File: src/rtl/seq_detect_pkg.sv
// seq_detect_pkg
//   Shared constants and helpers for the programmable serial sequence detector.
//   - DEF_RST_PATTERN / DEF_RST_LEN / DEF_RST_OVERLAP: power-on configuration
//     (pattern 1011, overlapping matches).
//   - len_width(): width needed to hold a pattern length 0..max_len.
package seq_detect_pkg;

  localparam logic [7:0] DEF_RST_PATTERN = 8'b0000_1011;
  localparam int         DEF_RST_LEN     = 4;
  localparam bit         DEF_RST_OVERLAP = 1'b1;

  // One extra bit over $clog2 so that max_len itself (a power of two) fits.
  function automatic int len_width(input int max_len);
    return $clog2(max_len) + 1;
  endfunction

endpackage

File: src/rtl/seq_match_window.sv
// seq_match_window
//   History shift register, fill counter and pattern comparator.
//   Ports:
//     clk, reset_n     : clock, synchronous active-low reset
//     clear            : wipe history and fill (accepted configuration load)
//     shift            : accept inp_bit this cycle
//     inp_bit          : serial data bit
//     pattern, len     : active pattern (right-aligned) and its length
//     overlap          : 1 = keep fill after a match, 0 = restart after a match
//     match            : combinational; high when the bit being accepted
//                        completes the pattern
module seq_match_window
  import seq_detect_pkg::*;
#(
  parameter  int MAX_LEN = 8,
  localparam int LEN_W   = len_width(MAX_LEN)
) (
  input  logic               clk,
  input  logic               reset_n,
  input  logic               clear,
  input  logic               shift,
  input  logic               inp_bit,
  input  logic [MAX_LEN-1:0] pattern,
  input  logic [LEN_W-1:0]   len,
  input  logic               overlap,
  output logic               match
);

  logic [MAX_LEN-1:0] history_reg, history_next;
  logic [LEN_W-1:0]   fill_reg, fill_next;
  logic [MAX_LEN-1:0] cand;
  logic [MAX_LEN-1:0] mask;
  logic               enough;

  // Window as it would look with inp_bit already shifted in.
  assign cand = {history_reg[MAX_LEN-2:0], inp_bit};

  // Only the low len bits take part in the compare.
  generate
    for (genvar gi = 0; gi < MAX_LEN; gi++) begin : g_mask
      assign mask[gi] = (LEN_W'(gi) < len);
    end
  endgenerate

  assign enough = ({1'b0, fill_reg} + (LEN_W+1)'(1)) >= {1'b0, len};
  assign match  = shift && enough && (((cand ^ pattern) & mask) == '0);

  always_comb begin
    history_next = history_reg;
    fill_next    = fill_reg;
    if (clear) begin
      history_next = '0;
      fill_next    = '0;
    end else if (shift) begin
      history_next = cand;
      if (match && !overlap)
        fill_next = '0;
      else if (fill_reg != LEN_W'(MAX_LEN))
        fill_next = fill_reg + LEN_W'(1);
    end
  end

  always_ff @(posedge clk) begin
    if (!reset_n) begin
      history_reg <= '0;
      fill_reg    <= '0;
    end else begin
      history_reg <= history_next;
      fill_reg    <= fill_next;
    end
  end

endmodule

File: src/rtl/seq_detect_prog.sv
// seq_detect_prog
//   Programmable serial sequence detector with saturating match counter.
//   Ports:
//     clk, reset_n              : clock, synchronous active-low reset
//     inp_valid, inp_bit        : serial input, bit sampled when inp_valid=1
//     cfg_load                  : one-cycle request to load a configuration
//     cfg_pattern/len/overlap   : new configuration (pattern right-aligned,
//                                 bit [cfg_len-1] received first)
//     seq_seen                  : registered one-cycle match pulse
//     match_count               : saturating match count
//     cfg_err                   : sticky, set by a rejected configuration
module seq_detect_prog
  import seq_detect_pkg::*;
#(
  parameter  int                 MAX_LEN     = 8,
  parameter  int                 CNT_W       = 8,
  parameter  logic [MAX_LEN-1:0] RST_PATTERN = MAX_LEN'(DEF_RST_PATTERN),
  parameter  int                 RST_LEN     = DEF_RST_LEN,
  parameter  bit                 RST_OVERLAP = DEF_RST_OVERLAP,
  localparam int                 LEN_W       = len_width(MAX_LEN)
) (
  input  logic               clk,
  input  logic               reset_n,
  input  logic               inp_valid,
  input  logic               inp_bit,
  input  logic               cfg_load,
  input  logic [MAX_LEN-1:0] cfg_pattern,
  input  logic [LEN_W-1:0]   cfg_len,
  input  logic               cfg_overlap,
  output logic               seq_seen,
  output logic [CNT_W-1:0]   match_count,
  output logic               cfg_err
);

  logic [MAX_LEN-1:0] pattern_reg;
  logic [LEN_W-1:0]   len_reg;
  logic               overlap_reg;
  logic               seq_seen_reg;
  logic [CNT_W-1:0]   count_reg;
  logic               cfg_err_reg;

  logic cfg_ok;
  logic shift;
  logic match;

  assign cfg_ok = (cfg_len != '0) && (cfg_len <= LEN_W'(MAX_LEN));
  // A configuration load in the same cycle swallows the input bit.
  assign shift  = inp_valid && !cfg_load;

  seq_match_window #(
    .MAX_LEN (MAX_LEN)
  ) u_win (
    .clk     (clk),
    .reset_n (reset_n),
    .clear   (cfg_load && cfg_ok),
    .shift   (shift),
    .inp_bit (inp_bit),
    .pattern (pattern_reg),
    .len     (len_reg),
    .overlap (overlap_reg),
    .match   (match)
  );

  always_ff @(posedge clk) begin
    if (!reset_n) begin
      pattern_reg  <= RST_PATTERN;
      len_reg      <= LEN_W'(RST_LEN);
      overlap_reg  <= RST_OVERLAP;
      seq_seen_reg <= 1'b0;
      count_reg    <= '0;
      cfg_err_reg  <= 1'b0;
    end else begin
      seq_seen_reg <= match;
      if (cfg_load) begin
        if (cfg_ok) begin
          pattern_reg <= cfg_pattern;
          len_reg     <= cfg_len;
          overlap_reg <= cfg_overlap;
          count_reg   <= '0;
          cfg_err_reg <= 1'b0;
        end else begin
          cfg_err_reg <= 1'b1;
        end
      end else if (match && (count_reg != '1)) begin
        count_reg <= count_reg + CNT_W'(1);
      end
    end
  end

  assign seq_seen    = seq_seen_reg;
  assign match_count = count_reg;
  assign cfg_err     = cfg_err_reg;

endmodule

File: config.mk
export PLATFORM = sky130hd
export DESIGN_NAME = seq_detect_prog
export DESIGN_NICKNAME = d
export VERILOG_FILES = /design/src/rtl/seq_detect_pkg.sv /design/src/rtl/seq_match_window.sv /design/src/rtl/seq_detect_prog.sv
export SDC_FILE = /design/constraint.sdc
export NUM_CORES = 1
export LEC_CHECK = 0
export ABC_AREA = 1
export ABC_CLOCK_PERIOD_IN_PS = 4100
export CORE_AREA = 2 2 66 68
export DETAILED_ROUTE_END_ITERATION = 16
export DIE_AREA = 0 0 68 70
export PLACE_DENSITY = 0.77
export SLEW_MARGIN = 20
export SYNTH_ARGS = -nofsm -noshare
export SYNTH_HDL_FRONTEND = slang
export SYNTH_HIERARCHICAL = 1
export SYNTH_SLANG_ARGS = --single-unit
File: constraint.sdc
create_clock -name clk -period 4.1 [get_ports clk]
set_clock_uncertainty 0.15 [all_clocks]
set_input_delay 0.82 -clock clk [delete_from_list [all_inputs] [get_ports clk]]
set_output_delay 0.82 -clock clk [all_outputs]
set_load 0.02 [all_outputs]
==> summary.md <==
| Metric | Value |
|---|---|
| Outcome | complete, no violations |
| Average instance area after synthesis | 6.65 sq um |
| Htree depth | 2 |
| Number of top-level pins | 28 |
| Synth Instances | 289 |
| CTS Buffer Depth | 2 |
| Drt pass-1 iters | 4 |
| Post-synthesis simple-gate area fraction | around 37% |
| Global-route usage over all layers | between 20% and 30% |
| Initial antenna violation count | 0 |
| Row cnt | 24 |
| Worst vdd ir | roughly 170 uV |
| Post-CTS Setup Inserts | 0 |
| Number of global-route vias before repair | 1718 |
| Final nets | 343 |
| Clk network pwr share | 32.7% |
| Hpwl dp | 3100 microns |
| Inserted Clock Buffers | 5 |
| Most used DFF post-synth | dfxtp_1 |
| Min-Delay Path Depth | 2 |
| Largest family of logic cells by synthesized area | simple AND/OR/NAND/NOR gates |
| PD cells | 319 nW/um^2 |
| Root Buffer | clkbuf_8 |
| Cell variety after synth | 30 |
| DR vias/cell | 4.87 |
| RSZ-0062 raised after global routing | false |
| Worst EP required | 4.13 ns |
| # DRC | 0 |
| Hold crit path type | reg2reg |
| Ant. Diodes | 0 |
| CP Launch Type | input pin |
| Endpoints failing setup | 0 |
| Largest cells by area after synthesis | dfxtp_1 (35%), nand2_1 (14%), nor2_1 (8.4%), inv_1 (6.2%), nand3_1 (5.5%) |
| Vias | 1798 |
| Chip height | 70 microns |
| Multiplexer area fraction after synthesis | 0% |
| Yosys top cell area share | 35.4% |
| DRT iter0 DRCs | 86 |
| Leakage power | 1.03 nW |
| Relative slew slack | approximately two thirds |
| Total Wirelength | 4200 microns |
| Layout cells sized above 1 | 10.7% |
| Post-Syn Nets | approximately 310 |
| Die ar. | 4760 sq um |
| Port bufs | 27 |
| Int Power | 0.534 mW |
| Reg power frac | 49.5% |
| Clock Sinks | 34 |
| Synth-to-Final Area Change | 20.0% |
| Maximum clock rate | 325 MHz |
| Starting Density | 46.4% |
| Number of synthesized flops with an enable pin | 0 |
| Final Hold Fails | 0 |
| GR Overflow Total | 0 |
| Mean routed wirelength per cell | roughly 11 microns |
| Die X | a little under 70 microns |
| WS Path Type | in2reg |
| NetSw | 0.203 mW |
| Final ANT Viol Nets | 0 |
| Flops & latches, synth | 34 |
| Gates resized, CTS repair | 0 |
| Crit path max fanout | 16 |
| Part of the cycle the worst path needs | 75.2% |
| Ys async rst share | 0% |
| First-pass GRT wire length | approximately 7500 microns |
| Switching Fraction | approximately 28% |
| Post-synthesis sequential area ratio | a little over a third |
| Post-Route Setup TNS | 0 ns |
| Worst Tran Pin Value | 0.524 ns |
| Post-CTS Hold Buffers | 0 |
| Clk Latency, worst-skew pair | 0.29 ns |
| YS warnings | 6 |
| Final Slew Violations | 0 |
| Crit path DAT | 3.11 ns |
| Compound-Gate Fraction of Synth Area | approximately 10% |
| Core Region | a little over 4000 sq um |
| Fillers | roughly 420 |
| Gpl congestion | 0.892 |
| Max-cap viol count | 0 |
| Share of total power in combinational logic | about 18% |
| CTS tree | built |
| Power Total | approximately 0.74 mW |
| Largest net degree at the start of global routing | 22 |
| Critical Path End Type | register |
| Synth Area in Adders | 4.55% |
| Cell taking the most area after synthesis | dfxtp_1 |
| Post-synthesis xor/xnor area fraction | 1.82% |
| Final Critical Period | 3.08 ns |
| CTS clk-pin slew, worst paths | 0.06 ns |
| R2R depth | 16 |
| Synth Cell Area | between 1500 and 2000 sq um |
==> final timing paths <==
| path | from | end | slack [ns] |
|---|---|---|---|
| max | cfg_load | match_count[7]$_SDFFE_PN0P_ | 1.02 |
| min | overlap_reg$_SDFFE_PN1P_ | overlap_reg$_SDFFE_PN1P_ | 0.33 |
| max reg2reg | u_win/fill_reg[0]$_SDFFE_PP0P_ | match_count[7]$_SDFFE_PN0P_ | 1.34 |
| min reg2reg | overlap_reg$_SDFFE_PN1P_ | overlap_reg$_SDFFE_PN1P_ | 0.33 |
==> critical path, cell delays in order <==
cell             delay (ns)
clkdlybuf4s50_1        0.56
nor2_1                 0.16
buf_4                  0.22
inv_2                  0.10
nor2_1                 0.13
nand3_2                0.10
nor4_1                 0.31
inv_1                  0.07
nor2_1                 0.12
nand2_2                0.12
nand2_2                0.20
nand2_1                0.08
nand2_1                0.06
nor2_1                 0.04
==> per-stage QoR <==
stage / utilization (%) / cell area [sq um] / std cells / worst slack, ns / hold WS, ns
global route: 55.7 / 2310 / 369 / 0.674 / 0.374
floorplan: - / 1920 / 289 / 1.43 / 0.292
finish: 55.7 / 2310 / 369 / 1.02 / 0.332
global placement: 53.7 / 2220 / 363 / 0.808 / 0.310
detailed placement: 53.7 / 2220 / 363 / 0.745 / 0.322
CTS: 55.7 / 2310 / 369 / 1.02 / 0.341
==> power groups by stage <==
stage                     sequential (mW)  clock (mW)  combinational [mW]
after floorplan                     0.373           0              0.0878
after global placement              0.372           0               0.127
after detailed placement            0.373           0               0.130
after CTS                           0.365       0.248               0.131
after global routing                0.368       0.261               0.148
final                               0.365       0.241               0.131
==> cells in the final DEF (no fill, tap or decap), types with 3 or more instances in the layout <==
| cell | Yosys | routed |
|---|---|---|
| nand2_2 | 4 | 4 |
| inv_1 | 32 | 32 |
| clkbuf_8 | 0 | 6 |
| nor2_2 | 5 | 5 |
| o21ai_0 | 16 | 16 |
| inv_2 | 7 | 7 |
| nand3_2 | 5 | 5 |
| nand2_1 | 74 | 74 |
| xor2_1 | 4 | 4 |
| a21oi_1 | 14 | 14 |
| nand3_1 | 21 | 21 |
| nor2_1 | 43 | 43 |
| buf_4 | 2 | 3 |
| o21ai_1 | 3 | 3 |
| clkdlybuf4s50_1 | 0 | 27 |
| dfxtp_1 | 34 | 34 |
| ha_1 | 7 | 7 |
==> cell families (layout without fill, tap and decap cells) <==
group	after synthesis	after routing
XOR/XNOR	4	4
AO/OA/AOI/OAI	37	37
adder cells (fa/ha/maj)	7	7
flip-flops	34	34
buffers and inverters	48	76
AND/OR/NAND/NOR	159	159
==> cell usage after synthesis (4+ instances only) <==
| cell | number |
|---|---|
| a21oi_1 | 14 |
| dfxtp_1 | 34 |
| ha_1 | 7 |
| inv_1 | 32 |
| inv_2 | 7 |
| nand2_1 | 74 |
| nand2_2 | 4 |
| nand3_1 | 21 |
| nand3_2 | 5 |
| nor2_1 | 43 |
| nor2_2 | 5 |
| o21ai_0 | 16 |
| xor2_1 | 4 |
==> layer usage <==
metal	wire length [microns]	global-route usage [%]	part of all wire, %	up-vias
li1	-	-	-	958
met5	0	0	0	-
met1	1950	26.8	47	791
met3	200	3.86	4.8	5
met2	1980	32.4	47	44
met4	63	7.56	1.5	0
==> layout make-up <==
class | instances | area, sq um | share of cell area, %
tap | 52 | 65.1 | 2.82
multi-input combinational | 207 | 1040 | 44.9
timing repair buffer | 30 | 293 | 12.7
inverter | 40 | 150 | 6.51
sequential | 34 | 681 | 29.5
clock buffer | 6 | 82.6 | 3.58
No activity file was read; power rests on OpenSTA's default activity.
